<file path="src/rtl/branch_resolve_ctrl_if.sv">
// Bundle of all non-clock/reset signals of branch_resolve_ctrl.
// slave = the controller, master = branch unit / front end side. BRRES_STATS_EN adds counters.
interface branch_resolve_ctrl_if #(
    parameter int SPECTAG_LEN = 5,
    parameter int ADDR_LEN    = 32
);
    logic                   tag_alloc_req;
    logic                   tag_alloc_rdy;
    logic [SPECTAG_LEN-1:0] tag_alloc;
    logic                   res_valid;
    logic                   res_miss;
    logic [SPECTAG_LEN-1:0] res_spectag;
    logic [ADDR_LEN-1:0]    res_pc;
    logic                   res_taken;
    logic [ADDR_LEN-1:0]    res_jmpaddr;
    logic [ADDR_LEN-1:0]    res_target;
    logic [SPECTAG_LEN-1:0] tag_release;
    logic                   kill_valid;
    logic [SPECTAG_LEN-1:0] kill_mask;
    logic                   redirect_valid;
    logic [ADDR_LEN-1:0]    redirect_addr;
    logic                   redirect_ready;
    logic                   upd_valid;
    logic                   upd_ready;
    logic [ADDR_LEN-1:0]    upd_pc;
    logic                   upd_taken;
    logic [ADDR_LEN-1:0]    upd_target;
    logic                   upd_drop;
`ifdef BRRES_STATS_EN
    logic [31:0]            stat_resolved;
    logic [31:0]            stat_mispred;
`endif

    modport slave (
        input  tag_alloc_req, res_valid, res_miss, res_spectag, res_pc, res_taken,
               res_jmpaddr, res_target, redirect_ready, upd_ready,
        output tag_alloc_rdy, tag_alloc, tag_release, kill_valid, kill_mask,
               redirect_valid, redirect_addr, upd_valid, upd_pc, upd_taken,
               upd_target, upd_drop
`ifdef BRRES_STATS_EN
        , output stat_resolved, stat_mispred
`endif
    );

    modport master (
        output tag_alloc_req, res_valid, res_miss, res_spectag, res_pc, res_taken,
               res_jmpaddr, res_target, redirect_ready, upd_ready,
        input  tag_alloc_rdy, tag_alloc, tag_release, kill_valid, kill_mask,
               redirect_valid, redirect_addr, upd_valid, upd_pc, upd_taken,
               upd_target, upd_drop
`ifdef BRRES_STATS_EN
        , input stat_resolved, stat_mispred
`endif
    );
endinterface

</file>
<file path="src/rtl/branch_resolve_ctrl.sv">
// Branch resolution receiver: one-hot spec-tag allocator, squash masks, fetch redirect
// and predictor-update FIFO. Optional BRRES_STATS_EN adds saturating resolve/mispredict counters.
module branch_resolve_ctrl #(
    parameter int SPECTAG_LEN = 5,
    parameter int ADDR_LEN    = 32,
    parameter int UPDQ_DEPTH  = 4
) (
    input  logic                  clk,
    input  logic                  reset,
    branch_resolve_ctrl_if.slave  bus
);
    localparam int PTR_W = $clog2(UPDQ_DEPTH);
    localparam int REC_W = 2 * ADDR_LEN + 1;

    typedef enum logic {IDLE, REDIRECT} state_t;

    state_t                 state_reg;
    logic [SPECTAG_LEN-1:0] live_mask_reg, live_mask_next;
    logic [SPECTAG_LEN-1:0] alloc_ptr_reg;
    logic                   ready_en_reg;
    logic [SPECTAG_LEN-1:0] tag_release_reg;
    logic                   kill_valid_reg;
    logic [SPECTAG_LEN-1:0] kill_mask_reg;
    logic [ADDR_LEN-1:0]    redirect_addr_reg;
    logic                   upd_drop_reg;
    logic [PTR_W:0]         wr_ptr_reg, rd_ptr_reg;
    logic [REC_W-1:0]       upd_mem [UPDQ_DEPTH];

    logic                   res_hit, miss_accept, succ_accept, alloc_fire, alloc_rdy;
    logic [SPECTAG_LEN-1:0] tag_next, ptr_rot, range_mask, younger, cursor;
    logic                   stop;
    logic                   fifo_empty, fifo_full, push_ok, pop;
    logic [REC_W-1:0]       head_rec;

    genvar gi;
    generate
        for (gi = 0; gi < SPECTAG_LEN; gi++) begin : g_rot
            assign tag_next[gi] = bus.res_spectag[(gi + SPECTAG_LEN - 1) % SPECTAG_LEN];
            assign ptr_rot[gi]  = alloc_ptr_reg[(gi + SPECTAG_LEN - 1) % SPECTAG_LEN];
        end
    endgenerate

    assign res_hit     = bus.res_valid & (|(bus.res_spectag & live_mask_reg));
    assign miss_accept = res_hit & bus.res_miss;
    assign succ_accept = res_hit & ~bus.res_miss;
    // A miss flushes fetch, so any allocation requested alongside it is refused.
    assign alloc_rdy   = ready_en_reg & (state_reg == IDLE)
                       & ~(|(live_mask_reg & alloc_ptr_reg)) & ~miss_accept;
    assign alloc_fire  = bus.tag_alloc_req & alloc_rdy;

    // Walk from the tag after the missed branch up to (not including) the allocation pointer.
    always_comb begin
        range_mask = '0;
        cursor     = tag_next;
        stop       = 1'b0;
        for (int k = 0; k < SPECTAG_LEN; k++) begin
            if (|(cursor & alloc_ptr_reg)) stop = 1'b1;
            if (!stop) range_mask = range_mask | cursor;
            cursor = {cursor[SPECTAG_LEN-2:0], cursor[SPECTAG_LEN-1]};
        end
    end
    assign younger = range_mask & live_mask_reg;

    always_comb begin
        live_mask_next = live_mask_reg;
        if (miss_accept)
            live_mask_next = live_mask_reg & ~(younger | bus.res_spectag);
        else begin
            if (succ_accept) live_mask_next = live_mask_next & ~bus.res_spectag;
            if (alloc_fire)  live_mask_next = live_mask_next | alloc_ptr_reg;
        end
    end

    assign fifo_empty = (wr_ptr_reg == rd_ptr_reg);
    assign fifo_full  = (wr_ptr_reg[PTR_W] != rd_ptr_reg[PTR_W])
                      & (wr_ptr_reg[PTR_W-1:0] == rd_ptr_reg[PTR_W-1:0]);
    assign pop        = ~fifo_empty & bus.upd_ready;
    assign push_ok    = res_hit & (~fifo_full | pop);

    always_ff @(posedge clk or negedge reset) begin
        if (!reset) begin
            state_reg         <= IDLE;
            live_mask_reg     <= '0;
            alloc_ptr_reg     <= SPECTAG_LEN'(1);
            ready_en_reg      <= 1'b0;
            tag_release_reg   <= '0;
            kill_valid_reg    <= 1'b0;
            kill_mask_reg     <= '0;
            redirect_addr_reg <= '0;
            upd_drop_reg      <= 1'b0;
            wr_ptr_reg        <= '0;
            rd_ptr_reg        <= '0;
        end else begin
            ready_en_reg    <= 1'b1;
            live_mask_reg   <= live_mask_next;
            tag_release_reg <= res_hit ? bus.res_spectag : '0;
            kill_valid_reg  <= miss_accept;
            kill_mask_reg   <= miss_accept ? younger : '0;
            upd_drop_reg    <= res_hit & ~push_ok;
            if (push_ok) wr_ptr_reg <= wr_ptr_reg + 1'b1;
            if (pop)     rd_ptr_reg <= rd_ptr_reg + 1'b1;
            if (miss_accept) begin
                // Any live miss here is older than the one being redirected, so it wins.
                state_reg         <= REDIRECT;
                alloc_ptr_reg     <= tag_next;
                redirect_addr_reg <= bus.res_jmpaddr;
            end else begin
                if (alloc_fire) alloc_ptr_reg <= ptr_rot;
                case (state_reg)
                    IDLE:     state_reg <= IDLE;
                    REDIRECT: if (bus.redirect_ready) state_reg <= IDLE;
                    default:  state_reg <= IDLE;
                endcase
            end
        end
    end

    always_ff @(posedge clk) begin
        if (push_ok)
            upd_mem[wr_ptr_reg[PTR_W-1:0]] <= {bus.res_pc, bus.res_taken, bus.res_target};
    end

    assign head_rec = fifo_empty ? '0 : upd_mem[rd_ptr_reg[PTR_W-1:0]];

    assign bus.tag_alloc_rdy  = alloc_rdy;
    assign bus.tag_alloc      = ready_en_reg ? alloc_ptr_reg : '0;
    assign bus.tag_release    = tag_release_reg;
    assign bus.kill_valid     = kill_valid_reg;
    assign bus.kill_mask      = kill_mask_reg;
    assign bus.redirect_valid = (state_reg == REDIRECT);
    assign bus.redirect_addr  = redirect_addr_reg;
    assign bus.upd_valid      = ~fifo_empty;
    assign bus.upd_pc         = head_rec[REC_W-1 -: ADDR_LEN];
    assign bus.upd_taken      = head_rec[ADDR_LEN];
    assign bus.upd_target     = head_rec[ADDR_LEN-1:0];
    assign bus.upd_drop       = upd_drop_reg;

`ifdef BRRES_STATS_EN
    logic [31:0] stat_resolved_reg, stat_mispred_reg;
    always_ff @(posedge clk or negedge reset) begin
        if (!reset) begin
            stat_resolved_reg <= '0;
            stat_mispred_reg  <= '0;
        end else begin
            if (res_hit && stat_resolved_reg != 32'hFFFF_FFFF)
                stat_resolved_reg <= stat_resolved_reg + 32'd1;
            if (miss_accept && stat_mispred_reg != 32'hFFFF_FFFF)
                stat_mispred_reg <= stat_mispred_reg + 32'd1;
        end
    end
    assign bus.stat_resolved = stat_resolved_reg;
    assign bus.stat_mispred  = stat_mispred_reg;
`endif
endmodule

</file>
<file path="src/flat_wrapper.sv">
// flat-port wrapper written by rule: the top's interface ports become plain ports
module branch_resolve_ctrl_flat 
#(
    parameter int SPECTAG_LEN = 5,
    parameter int ADDR_LEN    = 32,
    parameter int UPDQ_DEPTH  = 4
)
  (clk, reset, bus_tag_alloc_req, bus_res_valid, bus_res_miss, bus_res_spectag, bus_res_pc, bus_res_taken, bus_res_jmpaddr, bus_res_target, bus_redirect_ready, bus_upd_ready, bus_tag_alloc_rdy, bus_tag_alloc, bus_tag_release, bus_kill_valid, bus_kill_mask, bus_redirect_valid, bus_redirect_addr, bus_upd_valid, bus_upd_pc, bus_upd_taken, bus_upd_target, bus_upd_drop);
  branch_resolve_ctrl_if #(.SPECTAG_LEN(SPECTAG_LEN), .ADDR_LEN(ADDR_LEN)) bus_i ();
  input  logic clk;
  input  logic reset;
  input wire logic [$bits(bus_i.tag_alloc_req)-1:0] bus_tag_alloc_req;
  input wire logic [$bits(bus_i.res_valid)-1:0] bus_res_valid;
  input wire logic [$bits(bus_i.res_miss)-1:0] bus_res_miss;
  input wire logic [$bits(bus_i.res_spectag)-1:0] bus_res_spectag;
  input wire logic [$bits(bus_i.res_pc)-1:0] bus_res_pc;
  input wire logic [$bits(bus_i.res_taken)-1:0] bus_res_taken;
  input wire logic [$bits(bus_i.res_jmpaddr)-1:0] bus_res_jmpaddr;
  input wire logic [$bits(bus_i.res_target)-1:0] bus_res_target;
  input wire logic [$bits(bus_i.redirect_ready)-1:0] bus_redirect_ready;
  input wire logic [$bits(bus_i.upd_ready)-1:0] bus_upd_ready;
  output wire logic [$bits(bus_i.tag_alloc_rdy)-1:0] bus_tag_alloc_rdy;
  output wire logic [$bits(bus_i.tag_alloc)-1:0] bus_tag_alloc;
  output wire logic [$bits(bus_i.tag_release)-1:0] bus_tag_release;
  output wire logic [$bits(bus_i.kill_valid)-1:0] bus_kill_valid;
  output wire logic [$bits(bus_i.kill_mask)-1:0] bus_kill_mask;
  output wire logic [$bits(bus_i.redirect_valid)-1:0] bus_redirect_valid;
  output wire logic [$bits(bus_i.redirect_addr)-1:0] bus_redirect_addr;
  output wire logic [$bits(bus_i.upd_valid)-1:0] bus_upd_valid;
  output wire logic [$bits(bus_i.upd_pc)-1:0] bus_upd_pc;
  output wire logic [$bits(bus_i.upd_taken)-1:0] bus_upd_taken;
  output wire logic [$bits(bus_i.upd_target)-1:0] bus_upd_target;
  output wire logic [$bits(bus_i.upd_drop)-1:0] bus_upd_drop;
  assign bus_i.tag_alloc_req = bus_tag_alloc_req;
  assign bus_i.res_valid = bus_res_valid;
  assign bus_i.res_miss = bus_res_miss;
  assign bus_i.res_spectag = bus_res_spectag;
  assign bus_i.res_pc = bus_res_pc;
  assign bus_i.res_taken = bus_res_taken;
  assign bus_i.res_jmpaddr = bus_res_jmpaddr;
  assign bus_i.res_target = bus_res_target;
  assign bus_i.redirect_ready = bus_redirect_ready;
  assign bus_i.upd_ready = bus_upd_ready;
  assign bus_tag_alloc_rdy = bus_i.tag_alloc_rdy;
  assign bus_tag_alloc = bus_i.tag_alloc;
  assign bus_tag_release = bus_i.tag_release;
  assign bus_kill_valid = bus_i.kill_valid;
  assign bus_kill_mask = bus_i.kill_mask;
  assign bus_redirect_valid = bus_i.redirect_valid;
  assign bus_redirect_addr = bus_i.redirect_addr;
  assign bus_upd_valid = bus_i.upd_valid;
  assign bus_upd_pc = bus_i.upd_pc;
  assign bus_upd_taken = bus_i.upd_taken;
  assign bus_upd_target = bus_i.upd_target;
  assign bus_upd_drop = bus_i.upd_drop;
  branch_resolve_ctrl #(.SPECTAG_LEN(SPECTAG_LEN), .ADDR_LEN(ADDR_LEN), .UPDQ_DEPTH(UPDQ_DEPTH)) u_core (.clk(clk), .reset(reset), .bus(bus_i));
endmodule
</file>
<file path="config.mk">
export PLATFORM = sky130hd
export DESIGN_NAME = branch_resolve_ctrl_flat
export DESIGN_NICKNAME = d
export VERILOG_FILES = /design/src/rtl/branch_resolve_ctrl_if.sv /design/src/rtl/branch_resolve_ctrl.sv /design/src/flat_wrapper.sv
export SDC_FILE = /design/constraint.sdc
export NUM_CORES = 1
export LEC_CHECK = 0
export ABC_CLOCK_PERIOD_IN_PS = 7900
export BUFFER_PORTS_ARGS = -buffer_cell sky130_fd_sc_hd__buf_2
export CAP_MARGIN = 15
export CORE_UTILIZATION = 40
export DETAILED_ROUTE_END_ITERATION = 16
export GPL_ROUTABILITY_DRIVEN = 0
export SYNTH_ARGS = -nofsm -noshare
export SYNTH_HDL_FRONTEND = slang
export SYNTH_SLANG_ARGS = --single-unit
</file>
<file path="constraint.sdc">
create_clock -name clk -period 7.9 [get_ports clk]
set_input_delay 0.79 -clock clk [delete_from_list [all_inputs] [get_ports clk]]
set_output_delay 0.79 -clock clk [all_outputs]
set_load 0.02 [all_outputs]
</file>
Word-level counts from Yosys, hierarchy flattened
Memory sizes are Yosys's and may differ from the RTL's.
Index checks and enable logic that the tools add are counted.

word-level totals
  flip-flop bits (word level) = 62
  bits in writable memories = 260
  input port bits = 109
  output and inout bits = 117
  logic and storage cells = 87
  memories = 1

memory list
  name            words  width  read ports  clocked after memory_dff  wr ports  RTL line                   RTL
  u_core.upd_mem  4      65     1           0                         1         branch_resolve_ctrl.sv:27  logic [REC_W-1:0] upd_mem [UPDQ_DEPTH];

operators by class
  add/subtract/negate cells = 2
  eq/ne operators = 3
  mux-type cells = 25
  bitwise logic cells = 37
  reduce and logical (&&, ||, !) cells = 8

operators with widths
  operator             number
  $mux 5               14
  $mux 65              1
  $and 5x5->5          10
  $reduce_or 5->1      7
  $or 5x5->5           6
  $and 1x1->1          11
  $not 5->5            2
  $mux 1               9
  $not 1->1            7
  $add 3x1->3 const B  2
  $eq 3x3->1           1
  $eq 2x2->1           1
  $pmux 1 s2           1
  $reduce_bool 2->1    1
  $ne 1x1->1           1
  $or 1x1->1           1

Logic depth before layout (Yosys ltp)
  word-level depth = 17
  depth in mapped cells = 8
  mapped depth without buffers = 5

Worst setup path before layout
No wires, ideal clock.

  kind = input to register
  start = input bus_res_spectag[4]
  end = memory u_core.upd_mem[0][0] in the netlist's numbering (enable)
  library setup time = 0.430 ns
  arrival = 3.473 ns
  data required time = 7.470 ns
  setup slack = 3.997 ns
  stages on the path = 6
  buffers on the path = 3
  cells stage by stage = clkbuf_1 -> clkbuf_1 -> a222oi_1 -> a21boi_1 -> clkbuf_1 -> and3_1

between the ends
  cells in the longest elaborated chain, start to end = 6

RTL lines
  item                          RTL line                    RTL
  start: declaration            flat_wrapper.sv:15          input wire logic [$bits(bus_i.res_spectag)-1:0] bus_res_spectag;
  $and 5x5->5                   branch_resolve_ctrl.sv:43   assign res_hit = bus.res_valid & (|(bus.res_spectag & live_mask_reg));
  $reduce_or 5->1               branch_resolve_ctrl.sv:43
  $and 1x1->1                   branch_resolve_ctrl.sv:43
  $and 1x1->1                   branch_resolve_ctrl.sv:78   assign push_ok = res_hit & (~fifo_full | pop);
  $mux 1                        branch_resolve_ctrl.sv:119  if (push_ok)
  $mux 1 (implied by the code)  branch_resolve_ctrl.sv:120  upd_mem[wr_ptr_reg[PTR_W-1:0]] <= {bus.res_pc, bus.res_taken, bus.res_target};
  end: declaration              branch_resolve_ctrl.sv:27

Every way passes these cells.

Worst setup path after layout
  start = register u_core.rd_ptr_reg[0]
  end = output bus_upd_target[0]

between the ends
  cells in the longest elaborated chain, start to end = 2
  elaborated cells between the ends (all ways) = 3

RTL lines
  item                                        RTL line                    RTL
  start: declaration                          branch_resolve_ctrl.sv:26   logic [PTR_W:0] wr_ptr_reg, rd_ptr_reg;
  start signal: assignment                    branch_resolve_ctrl.sv:101  if (pop) rd_ptr_reg <= rd_ptr_reg + 1'b1;
  $mem_v2 4x65 or $eq 3x3->1 (tied branches)  n/a
  $mux 65 (*)                                 branch_resolve_ctrl.sv:123  assign head_rec = fifo_empty ? '0 : upd_mem[rd_ptr_reg[PTR_W-1:0]];
  end: declaration                            flat_wrapper.sv:32          output wire logic [$bits(bus_i.upd_target)-1:0] bus_upd_target;

Mark *: on every way between the ends. The rest lies on a longest branch, timed or not.

==> metrics.log <==
INFO  metric dr_total_vias = about 7,200
INFO  metric kind_of_cell_with_the_highest_combined_delay_on_the_critical_path = buffers and inverters
INFO  metric total_power = 6320 uW
INFO  metric timing.slew.headroom = roughly a third
INFO  metric max_cap_viol_count = 0
INFO  metric total_switching_power = between 2000 and 2500 uW
INFO  metric clk_pin_slew_worst_paths = 0.06 ns
INFO  metric place.port_buffers = between 200 and 250
INFO  metric largest_family_of_logic_cells_by_synthesized_area = multiplexers
INFO  metric critical_path.reg2reg.startpoint = u_core.live_mask_reg[1]
INFO  metric mappedNetlistArea = roughly 13,000 um^2
INFO  metric finClkSkew = between 0.02 and 0.025 ns
INFO  metric critical_path_cell_list = buf_4, mux4_2, and2_1, buf_2
INFO  metric power.switching_fraction = about 36%
INFO  metric grt.total_usage = around 16%
INFO  metric grt_start_max_net_pins = 68
INFO  metric post_route_cells_drive_above_1_share = a little over a third
INFO  metric placeable_area = approximately 32,000 um^2
INFO  metric combinationalPowerShare = 36.9%
INFO  metric fp-row-count = 65
INFO  metric globalRoute.totalOverflow = 0
INFO  metric layout-area-overhead-vs-synth = 20.6%
INFO  metric power_density = a little over 400 nW/um^2
INFO  metric fill_cell_instance_count_of_the_final_layout = 2,740
INFO  metric largest_reg_flops = 260
INFO  metric post_cts_resized = 0
INFO  metric wire_per_inst = 19.0 um
INFO  metric kind_of_capture_point_of_the_worst_setup_path = output pin
INFO  metric ys_ff_latch = 322
INFO  metric first_global_vias = between 7,000 and 8,000
INFO  metric required_time_worst_endpoint = 7.11 ns
INFO  metric cts_post_setup_buffers_inserted = 0
INFO  metric die_area = approximately 33,000 um^2
INFO  metric power.internal = 4070 uW
INFO  metric post-route-drc-count = 0
INFO  metric maxSlewViolCount = 0
INFO  metric report.final.hold_viol_count = 0
INFO  metric synth_cell_type_count = 46
INFO  metric timing.hold.worst.class = in -> async
INFO  metric buf_inv_on_cp = 2
INFO  metric tritoncts = built
INFO  metric synth.net_count = 863
INFO  metric worst-slew-pin-transition = slightly below 1 ns
INFO  metric hpwl = roughly 16,000 um
INFO  metric critPathArrivalTime = around 3 ns
INFO  metric dieWidth = 181 um
INFO  metric initial_drt_pass_iterations = 6
INFO  metric drtIter0Drc = about 520
INFO  metric worstReg2RegEnd = u_core.upd_mem[0][58]
INFO  metric share_clk_of_total_power = about 25%
INFO  metric synth.yosys.seq_area_share = between 70% and 80%
INFO  metric cts_root_buf = clkbuf_16
INFO  metric start_util = between 40% and 50%
INFO  metric tritoncts.num_buffers = 35
INFO  metric crit_path_top_delay_cell = dfrtp_4
INFO  metric setup.worst_path.start_class = flop
INFO  metric clkLatencyLatePin = 0.51 ns
INFO  metric yosysTopAreaCell = edfxtp_1
INFO  metric seq_area = 9370 um^2
INFO  metric clk_buf_depth = 3
INFO  metric postSynthCellCount = between 700 and 800
INFO  metric drtAntennaViolNets = 0
INFO  metric maxClockFrequency = between 0.2 and 0.3 GHz
INFO  metric synth_simple_gate_area_share = roughly 8.8%
INFO  metric post_drt_via_cell_ratio = a little over 5
INFO  metric routed_wirelength = 26,500 um
INFO  metric unrepaired_setup_endpoints_after_global_routing = false
INFO  metric cp_max_fo = 41
INFO  metric grt_first_pass_wirelength = 41,400 um
INFO  metric final_min_period_over_clock_period = 49.1%
INFO  metric timing.setup.tns = 0 ns
INFO  metric worst_path_depth = 4
INFO  metric placement.cell_area = 14,300 um^2
INFO  metric cellLeakagePower = just under 0.006 uW
INFO  metric layout.nets = ~1,100
INFO  metric ranking_of_synthesized_cells_by_area = edfxtp_1 61%, dfrtp_1 12%, mux4_2 11%, and2_1 3.8%, nand2_1 3.0%
INFO  metric io-pin-count = about 230
INFO  metric report.final.setup_viol = 0
INFO  metric area_taken_by_multi_input_logic_gates = roughly 3200 um^2
INFO  metric run_status = completed
INFO  metric initial_antenna_violation_count = 2
INFO  metric yosys_warnings = 0
INFO  metric post-synth-top-area-fraction = 61.0%
INFO  metric synth_area_per_cell = between 15 and 20 um^2
INFO  metric die_h = ~180 um
INFO  metric share_seq_of_total_power = 38.4%
INFO  metric postLayoutCellArea = around 15,000 um^2
INFO  metric layout.core_utilization = around 49%
INFO  metric clock_sink_count = 322
INFO  metric period_minus_slack = 3.88 ns
INFO  metric synthMuxAreaShare = a little under an eighth
INFO  metric r2r_cells = 4
INFO  metric worst-r2r-setup-slack = 4.92 ns
INFO  metric synth_xor_area_share = less than 1%
INFO  metric cts_htree_levels = 2
INFO  metric synth_compound_area_share = under 10%
INFO  metric critPathKind = reg -> out
INFO  metric post_cts_hold_buffer_count = 0
INFO  metric vdd_drop_max = about 230 uV
INFO  metric synthAdderAreaFrac = less than 1%
INFO  metric cp_slowest_stage_delay = approximately 0.80 ns
-- layout by cell type (no fill, tap or decap), types with 7 or more instances in the layout --
cell type,netlist,final
a222oi_1,7,7
a22oi_1,9,9
a31oi_1,13,13
and2_1,77,77
buf_2,8,225
buf_4,0,9
clkbuf_1,32,9
clkbuf_16,0,35
dfrtp_1,61,59
edfxtp_1,260,260
inv_1,11,11
mux4_2,65,65
nand2_1,104,104
nand3_1,10,10
nor2_1,10,10
o21ai_0,9,9
-- how the worst max path moves through the flow --
stage | endpoint | from | slack, ns
6_report | bus_upd_target[0] | u_core.rd_ptr_reg[0] | 4.02
5_1_grt | bus_upd_pc[24] | u_core.rd_ptr_reg[0] | 3.77
4_1_cts | bus_upd_pc[24] | u_core.rd_ptr_reg[0] | 3.87
3_5_place_dp | u_core.upd_mem[0][51] | bus_res_spectag[1] | 4.23
3_3_place_gp | u_core.upd_mem[2][47] | bus_res_spectag[1] | 4.31
2_1_floorplan | u_core.upd_mem[0][0] | bus_res_spectag[4] | 4.00
-- cell type report --
type | count | area share [%]
tap | 402 | 3.26
sequential | 322 | 60.7
antenna | 1 | 0.0162
timing repair buffer | 234 | 7.73
clock buffer | 49 | 6.34
clock inverter | 13 | 0.851
inverter | 12 | 0.292
multi-input combinational | 367 | 20.8
-- routing by layer --
| metal | global-route usage [%] | vias up | routed length (um) |
|---|---|---|---|
| met5 | 0 | - | 8 |
| li1 | - | 3321 | - |
| met4 | 4.55 | 2 | 432 |
| met2 | 26.1 | 246 | 12900 |
| met1 | 22.7 | 3597 | 11600 |
| met3 | 3.39 | 38 | 1590 |
-- cells in the mapped netlist (all sizes together) --
cell type / count
o32a: 1
a222oi: 7
a31oi: 13
and3: 5
dfstp: 1
edfxtp: 260
ha: 5
nand4: 6
nand4b: 1
a211oi: 1
conb: 1
a21bo: 2
a32oi: 2
o21ai: 12
o311a: 3
nor3: 3
xor2: 2
dfrtp: 61
a21o: 1
xnor2: 5
nor4: 1
clkbuf: 32
inv: 12
and4: 6
o21a: 2
nand3: 10
o211ai: 1
and2: 77
nand3b: 1
nand2: 104
a22oi: 9
mux2: 1
a41oi: 4
mux4: 65
buf: 16
a21oi: 2
nor2b: 1
a21boi: 3
nor2: 10
-- power by group through the flow --
| stage | sequential (uW) | clock, uW | combinational (uW) |
|---|---|---|---|
| floorplan | 2450 | 0 | 1610 |
| global placement | 2450 | 0 | 2360 |
| detailed placement | 2460 | 0 | 2380 |
| CTS | 2430 | 1610 | 2380 |
| global route | 2470 | 1670 | 2530 |
| finish | 2430 | 1560 | 2330 |
-- stage by stage --
| stage | cells | setup WS, ns | hold WS [ns] |
|---|---|---|---|
| 2_1_floorplan | 749 | 4.00 | 0.460 |
| 3_3_place_gp | 1337 | 4.31 | 0.453 |
| 3_5_place_dp | 1337 | 4.23 | 0.457 |
| 4_1_cts | 1399 | 3.87 | 0.429 |
| 5_1_grt | 1399 | 3.77 | 0.439 |
| 6_report | 1400 | 4.02 | 0.447 |
-- cells by family (layout without fill, tap and decap cells) --
logic type / after synthesis / in the layout
AOI/OAI and AO/OA: 63 / 63
xor gates and xnor gates: 7 / 7
adders and majority gates: 5 / 5
buffers and inverters: 60 / 308
DFF: 322 / 322
muxes: 66 / 66
other: 1 / 2
and+or+nand+nor: 225 / 225
No activity file was read; power rests on OpenSTA's default activity.
